File: src/rtl/dataflow_sched_pkg.sv
// dataflow_sched_pkg: shared types and constants for the dataflow stage scheduler.
package dataflow_sched_pkg;
  typedef enum logic [1:0] {IDLE, RUN, DONE} state_e;
  localparam int ITER_W_DEF = 16;
  localparam int MAX_AHEAD_DEF = 2;
  function automatic int ahead_w(input int max_ahead);
    return $clog2(max_ahead + 1);
  endfunction
  localparam int AHEAD_W_DEF = ahead_w(MAX_AHEAD_DEF);
endpackage

File: src/rtl/dataflow_stage_slot.sv
// dataflow_stage_slot: per-stage start/done bookkeeping and registered ap_start request.
module dataflow_stage_slot import dataflow_sched_pkg::*; #(
  parameter int ITER_W = ITER_W_DEF,
  parameter int MAX_AHEAD = MAX_AHEAD_DEF,
  parameter bit FIRST = 1'b0,
  parameter bit LAST = 1'b0
) (
  input  logic              clk_i,
  input  logic              rst_ni,
  input  logic              clr_i,
  input  logic              run_i,
  input  logic [ITER_W-1:0] iters_i,
  input  logic [ITER_W-1:0] up_done_i,
  input  logic [ITER_W-1:0] dn_done_i,
  input  logic              ready_i,
  input  logic              done_i,
  output logic              start_o,
  output logic [ITER_W-1:0] start_cnt_o,
  output logic [ITER_W-1:0] done_cnt_o
);
  localparam int AW = ahead_w(MAX_AHEAD);
  logic [ITER_W-1:0] start_cnt_q, start_cnt_d, done_cnt_q, done_cnt_d, lead;
  logic req_q, req_d, src_ok, lead_ok, elig, start_inc, done_inc;
  always_comb begin
    lead = start_cnt_q - dn_done_i;
    src_ok = FIRST ? (start_cnt_q < iters_i) : (start_cnt_q < up_done_i);
    lead_ok = LAST || (((lead >> AW) == '0) && (lead[AW-1:0] < AW'(MAX_AHEAD)));
    elig = run_i && (start_cnt_q == done_cnt_q) && src_ok && lead_ok;
    start_inc = req_q & ready_i;
    done_inc = run_i & done_i & (start_cnt_q > done_cnt_q);
    start_cnt_d = clr_i ? '0 : start_cnt_q + ITER_W'(start_inc);
    done_cnt_d = clr_i ? '0 : done_cnt_q + ITER_W'(done_inc);
    // a raised request is held until accepted; eligibility only raises it
    req_d = ~clr_i & (req_q ? ~ready_i : elig);
  end
  always_ff @(posedge clk_i) begin
    if (!rst_ni) begin
      start_cnt_q <= '0;
      done_cnt_q <= '0;
      req_q <= 1'b0;
    end else begin
      start_cnt_q <= start_cnt_d;
      done_cnt_q <= done_cnt_d;
      req_q <= req_d;
    end
  end
  assign start_o = req_q;
  assign start_cnt_o = start_cnt_q;
  assign done_cnt_o = done_cnt_q;
endmodule

File: src/rtl/dataflow_stage_scheduler.sv
// dataflow_stage_scheduler: runs a chain of ap_ctrl_chain stages for a number of iterations
// behind a single ap_ctrl_chain handshake, letting stages overlap up to MAX_AHEAD frames.
module dataflow_stage_scheduler import dataflow_sched_pkg::*; #(
  parameter int NUM_STAGES = 3,
  parameter int ITER_W = ITER_W_DEF,
  parameter int MAX_AHEAD = MAX_AHEAD_DEF
) (
  input  logic                  ap_clk,
  input  logic                  ap_rst_n,
  input  logic                  ap_start,
  output logic                  ap_done,
  output logic                  ap_idle,
  output logic                  ap_ready,
  input  logic                  ap_continue,
  input  logic [ITER_W-1:0]     iter_count,
  output logic [NUM_STAGES-1:0] stg_start,
  input  logic [NUM_STAGES-1:0] stg_ready,
  input  logic [NUM_STAGES-1:0] stg_done,
  output logic [NUM_STAGES-1:0] stg_continue,
  output logic                  busy
);
  localparam int L = NUM_STAGES - 1;
  state_e state_q, state_d;
  logic [ITER_W-1:0] iters_q, iters_d;
  logic [ITER_W-1:0] start_cnt [NUM_STAGES];
  logic [ITER_W-1:0] done_cnt [NUM_STAGES];
  logic done_q, done_d, ready_q, ready_d, busy_q, busy_d, clr, run, last_hit;
  assign run = state_q == RUN;
  for (genvar k = 0; k < NUM_STAGES; k++) begin : g_slot
    dataflow_stage_slot #(
      .ITER_W(ITER_W),
      .MAX_AHEAD(MAX_AHEAD),
      .FIRST(k == 0),
      .LAST(k == L)
    ) u_slot (
      .clk_i(ap_clk),
      .rst_ni(ap_rst_n),
      .clr_i(clr),
      .run_i(run),
      .iters_i(iters_q),
      .up_done_i(done_cnt[k == 0 ? 0 : k - 1]),
      .dn_done_i(done_cnt[k == L ? k : k + 1]),
      .ready_i(stg_ready[k]),
      .done_i(stg_done[k]),
      .start_o(stg_start[k]),
      .start_cnt_o(start_cnt[k]),
      .done_cnt_o(done_cnt[k])
    );
  end
  always_comb begin
    state_d = state_q;
    iters_d = iters_q;
    clr = 1'b0;
    last_hit = stg_done[L] & (start_cnt[L] != done_cnt[L]) & (done_cnt[L] + ITER_W'(1) == iters_q);
    done_d = (state_q == DONE) & ~(done_q & ap_continue);
    ready_d = run & stg_start[0] & stg_ready[0] & (start_cnt[0] + ITER_W'(1) == iters_q);
    busy_d = 1'b0;
    for (int i = 0; i < NUM_STAGES; i++) busy_d = busy_d | (start_cnt[i] != done_cnt[i]);
    unique case (state_q)
      IDLE: if (ap_start) begin
        iters_d = iter_count;
        clr = 1'b1;
        state_d = (iter_count == '0) ? DONE : RUN;
      end
      RUN: state_d = last_hit ? DONE : RUN;
      // leave only once the top level has seen ap_done
      DONE: state_d = (done_q & ap_continue) ? IDLE : DONE;
      default: state_d = IDLE;
    endcase
  end
  always_ff @(posedge ap_clk) begin
    if (!ap_rst_n) begin
      state_q <= IDLE;
      iters_q <= '0;
      done_q <= 1'b0;
      ready_q <= 1'b0;
      busy_q <= 1'b0;
    end else begin
      state_q <= state_d;
      iters_q <= iters_d;
      done_q <= done_d;
      ready_q <= ready_d;
      busy_q <= busy_d;
    end
  end
  assign ap_done = done_q;
  assign ap_ready = ready_q;
  assign ap_idle = (state_q == IDLE) & ~ap_start;
  assign stg_continue = {NUM_STAGES{run}};
  assign busy = busy_q;
endmodule

File: config.mk
export PLATFORM = sky130hd
export DESIGN_NAME = dataflow_stage_scheduler
export DESIGN_NICKNAME = d
export VERILOG_FILES = /design/src/rtl/dataflow_sched_pkg.sv /design/src/rtl/dataflow_stage_slot.sv /design/src/rtl/dataflow_stage_scheduler.sv
export SDC_FILE = /design/constraint.sdc
export NUM_CORES = 1
export LEC_CHECK = 0
export ABC_CLOCK_PERIOD_IN_PS = 9300
export BUFFER_PORTS_ARGS = -buffer_cell sky130_fd_sc_hd__clkbuf_2
export CORE_MARGIN = 2
export CORE_UTILIZATION = 55
export DETAILED_ROUTE_END_ITERATION = 16
export GPL_TIMING_DRIVEN = 0
export PLACE_DENSITY = 0.69
export REMOVE_ABC_BUFFERS = 1
export SLEW_MARGIN = 20
export SYNTH_ARGS = -nofsm -noshare
export SYNTH_HDL_FRONTEND = slang
export SYNTH_SLANG_ARGS = --single-unit
File: constraint.sdc
create_clock -name ap_clk -period 9.3 [get_ports ap_clk]
set_clock_uncertainty 0.05 [all_clocks]
set_input_delay 1.395 -clock ap_clk [delete_from_list [all_inputs] [get_ports ap_clk]]
set_output_delay 1.395 -clock ap_clk [all_outputs]
set_load 0.05 [all_outputs]
After elaboration in Yosys (flattened, before gate mapping):

Cells that the tools add are included.

* bits in registers: 120
* input port bits: 26
* output and inout bits: 10
* logic and storage cells: 98

* add/subtract/negate cells: 10
* magnitude comparators: 8
* eq/ne operators: 11
* mux-type cells: 10
* bitwise operators: 29
* reduce and logical (&&, ||, !) cells: 16

Operator list (number)
* 16-bit by 1-bit adder with 16-bit output: 6
* 16-bit equality test: 5
* 16-bit greater-than comparator: 3
* 16-bit zero test: 3
* 16-bit < comparator: 3
* 16-bit inequality test: 3
* 16-bit by 1-bit adder with 16-bit output (second input constant): 2
* 16-bit subtractor: 2
* 1-bit bitwise AND: 20
* 1-bit logical AND: 10
* 2-bit two-way mux: 4
* 1-bit inverter: 7
* 2-bit one-hot mux with 3 select lines: 1
* 1-bit two-way mux: 5
* 2-bit < comparator (second input constant): 2
* 2-bit by 1-bit equality test with 1-bit output (second input constant): 1
* 2-bit equality test (second input constant): 1
* 2-bit zero test: 1
* 2-bit inequality test (second input constant): 1
* 1-bit bitwise OR: 2
* 2-bit AND reduction: 1
* 2-bit OR reduction: 1

Depth between registers and ports, before layout:

* word-level depth: 6
* mapped depth: 18
* mapped depth without buffers: 17

By module:

A second synthesis with hierarchy kept.

* cell total of the unflattened synthesis: 1394
* area total of the unflattened synthesis: 10790.3 µm²

By module, submodules not included
* dataflow_stage_slot (g_slot[1].u_slot): times used 1, cells an instance 415, area each 3131.8 µm², seq. area each 660.6 µm²
* dataflow_stage_slot (g_slot[0].u_slot): times used 1, cells an instance 397, area each 3055.4 µm², seq. area each 660.6 µm²
* dataflow_stage_scheduler: times used 1, cells an instance 326, area each 2476.1 µm², seq. area each 420.4 µm²
* dataflow_stage_slot (g_slot[2].u_slot): times used 1, cells an instance 256, area each 2127.0 µm², seq. area each 660.6 µm²

Worst setup path before layout:

No wires, ideal clock.

* path kind: input to output
* from: input port ap_start
* to: output port ap_idle
* data arrival time: 2.440 ns
* required time: 7.855 ns
* path slack: 5.415 ns
* cell stages on the path: 1
* path through: nor3_1

* cells in the longest elaborated chain, start to end: 2

Ends and longest elaborated chain
* start, declared: RTL line dataflow_stage_scheduler.sv:10 `input logic ap_start,`
* 1-bit inverter: RTL line dataflow_stage_scheduler.sv:88 `assign ap_idle = (state_q == IDLE) & ~ap_start;`
* 1-bit bitwise AND: RTL line dataflow_stage_scheduler.sv:88
* end, declared: RTL line dataflow_stage_scheduler.sv:12 `output logic ap_idle,`

Every way passes these cells.

Final worst setup path:

* from: input port ap_start
* to: register g_slot[1].u_slot.req_q

* cells in the longest elaborated chain, start to end: 4

Ends and longest elaborated chain
* 1-bit two-way mux: RTL line dataflow_stage_scheduler.sv:60 `IDLE: if (ap_start) begin`
* 1-bit two-way mux: RTL line dataflow_stage_scheduler.sv:59 `unique case (state_q)`
* 1-bit inverter: RTL line dataflow_stage_slot.sv:34 `req_d = ~clr_i & (req_q ? ~ready_i : elig);`
* 1-bit bitwise AND: RTL line dataflow_stage_slot.sv:34
* end signal, assigned: RTL line dataflow_stage_slot.sv:44 `req_q <= req_d;`
* end, declared: RTL line dataflow_stage_slot.sv:23 `logic req_q, req_d, src_ok, lead_ok, elig, start_inc, done_inc;`

Every way passes these cells.
A chain may end at the register's enable or synchronous reset.

==> reports/results.ini <==
[flow_run]
maxCapViolations = 0

[detailed_routing]
vias = 8641
drt_iter0_drc = 645
vias_per_cell = 5.91
drt-total-wl_um = 26000
detail-route-antenna-nets = 0
drtPass1Iterations = 5
drc_errors = 0
wl_per_cell_um = 17.8

[cells_and_area]
layout-drive-gt1-share = 0.0703
n_antenna_cell = 0
syn_to_final_growth_pct = 9.14
nNetsFinal = 1389
layout.cells.non_filler = 1463
utilization = 0.611
finalInstanceArea_mm2 = 0.0105

[pwr]
p_per_area_mw_per_mm2 = 120
p_total_mw = 1.26
p_leak_nw = 4.39
vdd_ir_drop_max_mv = 0.129

[logic_synthesis]
synth.top_cell.area_share = 0.250
synth-warning-count = 0
yosys-top-cells-area = dfxtp_1 25%, ha_1 18%, xnor2_1 7.6%, nor2_1 4.5%, nand2_1 4.2%
ys_seq_area_frac = 0.250
ys_ff_latch = 120
ys_types = 67
yosysTopAreaCell = dfxtp_1
netlist_area_mm2 = 0.00961
synth_cells = 1212
synth-edff-count = 0
ys_async_sr_fraction = 0
synth.avg_cell_area_um2 = 7.93
synth-main-ff-cell = dfxtp_1

[timing]
fin_ws_ns = 5.28
relSlewSlack = 0.428
worstMarginPinSlew_ns = 0.850
period_minus_slack_ns = 4.02
rsz0062_at_grt = false
drv_slew = 0
post-route-period-util = 0.432
setup_viol = 0
holdWs_ns = 0.466
clock.fmax_ghz = 0.249
finalHoldViolations = 0
setup_tns_ns = 0

[status]
status = complete, no violations

[worst_setup_path]
worstPathRequired_ns = 9.61
regToRegSetupSlack_ns = 5.60
end_kind = flip-flop
path_cells = clkbuf_2, or3b_2, nand2_4, buf_16, nor4_1, o2111ai_1, nor3_1, o2111ai_1, or4_1, o21ai_1
timing.rr.start = g_slot[2].u_slot.done_cnt_o[2]
cp_top_family = simple AND/OR/NAND/NOR gates
start_kind = primary input
rr_worst_depth = 17
cp_num_buf_inv = 2
r2r-end = g_slot[2].u_slot.done_cnt_o[12]
crit_type = primary input to flip-flop
crit_path_max_fanout = 54
slowest_stage = or3b_2
critPathMaxStageDelay_ns = 0.70
critPathMostFrequentCell = o2111ai_1
cp.arrival_ns = 4.33

[clock_tree]
cts_tree = built
cts_resized = 0
root_buffer = clkbuf_16
numCtsBuffers = 17
clkLatencyLatePin_ns = 0.43
holdBufCountCts = 0
cts_setup_buffers = 0
h-tree-depth = 4
cts.sinks = 120
clkTransAtPathRegs_ns = 0.06
clockBufferDepth = 2

[placement]
dp_hpwl_um = 19700
io_buffer_count = 35
dpl-instance-area_mm2 = 0.00991
dp_slack_ns = 4.46
dp.cells = 1431
routabilityCongestion = 0.928

[floorplan]
core-area_mm2 = 0.0172
fp.dieW_um = 136
die_h_um = 136
pin_count = 36
dieArea_mm2 = 0.0186
fp-row-count = 48
start_util = 0.560

[global_route]
grt_first_pass_wirelength_um = 41500
antenna_found_initial = 0
gr-total-overflow = 0
track_usage = 0.291
grt_pass1_vias = 7927
grt_max_degree = 55

[min_path]
hold_path_class = flip-flop to flip-flop
min_path_cells = 2
hold_path.startpoint = iters_q[0]
hold_end = iters_q[0]

[cell usage after synthesis (17+ instances only)]
cell type,n
or3_1,17
nor3_1,28
a21oi_1,65
ha_1,136
nand2_1,108
xor2_1,40
a21o_1,23
nand3_1,56
xnor2_1,83
clkbuf_1,28
a21boi_0,18
and3_1,27
inv_1,84
nand4_1,32
o21ai_0,48
nor2_1,116
dfxtp_1,120
[where the power goes]
group	switching, mW	internal (mW)
registers	0.00908	0.519
logic	0.0433	0.0252
clock network	0.277	0.383
total	0.330	0.927
[kinds of logic (layout without fill, tap and decap cells)]
kind of cell | Yosys count | in the layout | synth area share
compound gates | 232 | 232 | 0.155
xor+xnor | 123 | 123 | 0.112
fa+ha+maj | 138 | 138 | 0.181
buf+inv | 126 | 152 | 0.0530
flops | 120 | 120 | 0.250
mux | 7 | 7 | 0.00742
simple gates | 466 | 466 | 0.242
[sequential cells by signal (all words and copies together), names as in the netlist]
signal,count
busy,1
ap_done,1
g_slot.u_slot.start_cnt_o,48
iters_q,16
ap_ready,1
state_q,2
g_slot.u_slot.start_o,3
g_slot.u_slot.done_cnt_o,48
[area by class of cell]
cell class | count | area [um^2]
clock buffer | 19 | 443
clock inverter | 13 | 135
fill | 1600 | 6680
inverter | 84 | 315
multi-input combinational | 966 | 6710
sequential | 120 | 2400
tap | 225 | 282
timing repair buffer | 36 | 203
[cell usage in the layout (no fill, tap or decap), drive strengths merged, types with 7 or more instances in the layout]
cell	n
ha	136
dfxtp	120
nor2	117
nand2	108
inv	92
xnor2	83
a21oi	67
nand3	56
clkbuf	54
o21ai	53
xor2	40
nand4	32
nor3	28
and3	27
a21o	23
a21boi	18
or3	17
nor4	17
nor2b	16
nand2b	11
o21a	9
o211ai	8
a211oi	8
o2111ai	8
and2	8
o22ai	7
[per-layer routing]
metal | up-vias | wire length [um] | share of wire | GRT usage
met5 | - | 0 | 0 | 0
met3 | 28 | 1350 | 0.052 | 0.0496
met4 | 0 | 364 | 0.014 | 0.0671
met2 | 234 | 12400 | 0.48 | 0.498
li1 | 4322 | - | - | -
met1 | 4057 | 11900 | 0.46 | 0.381
[tightest hold or removal path: cells and delay by family, from the launching register on]
| kind | cells | cell delay, ns |
|---|---|---|
| flip-flops | 1 | 0.33 |
| AO/OA/AOI/OAI | 1 | 0.07 |
| AND/OR/NAND/NOR | 1 | 0.06 |
[worst max path at each step]
stage          slack (ns)  startpoint                               to  cells past startpoint
3_3_place_gp         2.79    ap_start         g_slot[1].u_slot.start_o                      9
5_1_grt              5.14    ap_start         g_slot[1].u_slot.start_o                     10
3_5_place_dp         4.46    ap_start         g_slot[1].u_slot.start_o                     10
2_1_floorplan        4.51  state_q[0]  g_slot[2].u_slot.done_cnt_o[10]                     11
4_1_cts              4.91    ap_start         g_slot[1].u_slot.start_o                     10
6_report             5.28    ap_start         g_slot[1].u_slot.start_o                     10
(Power assumes the default switching activity.)
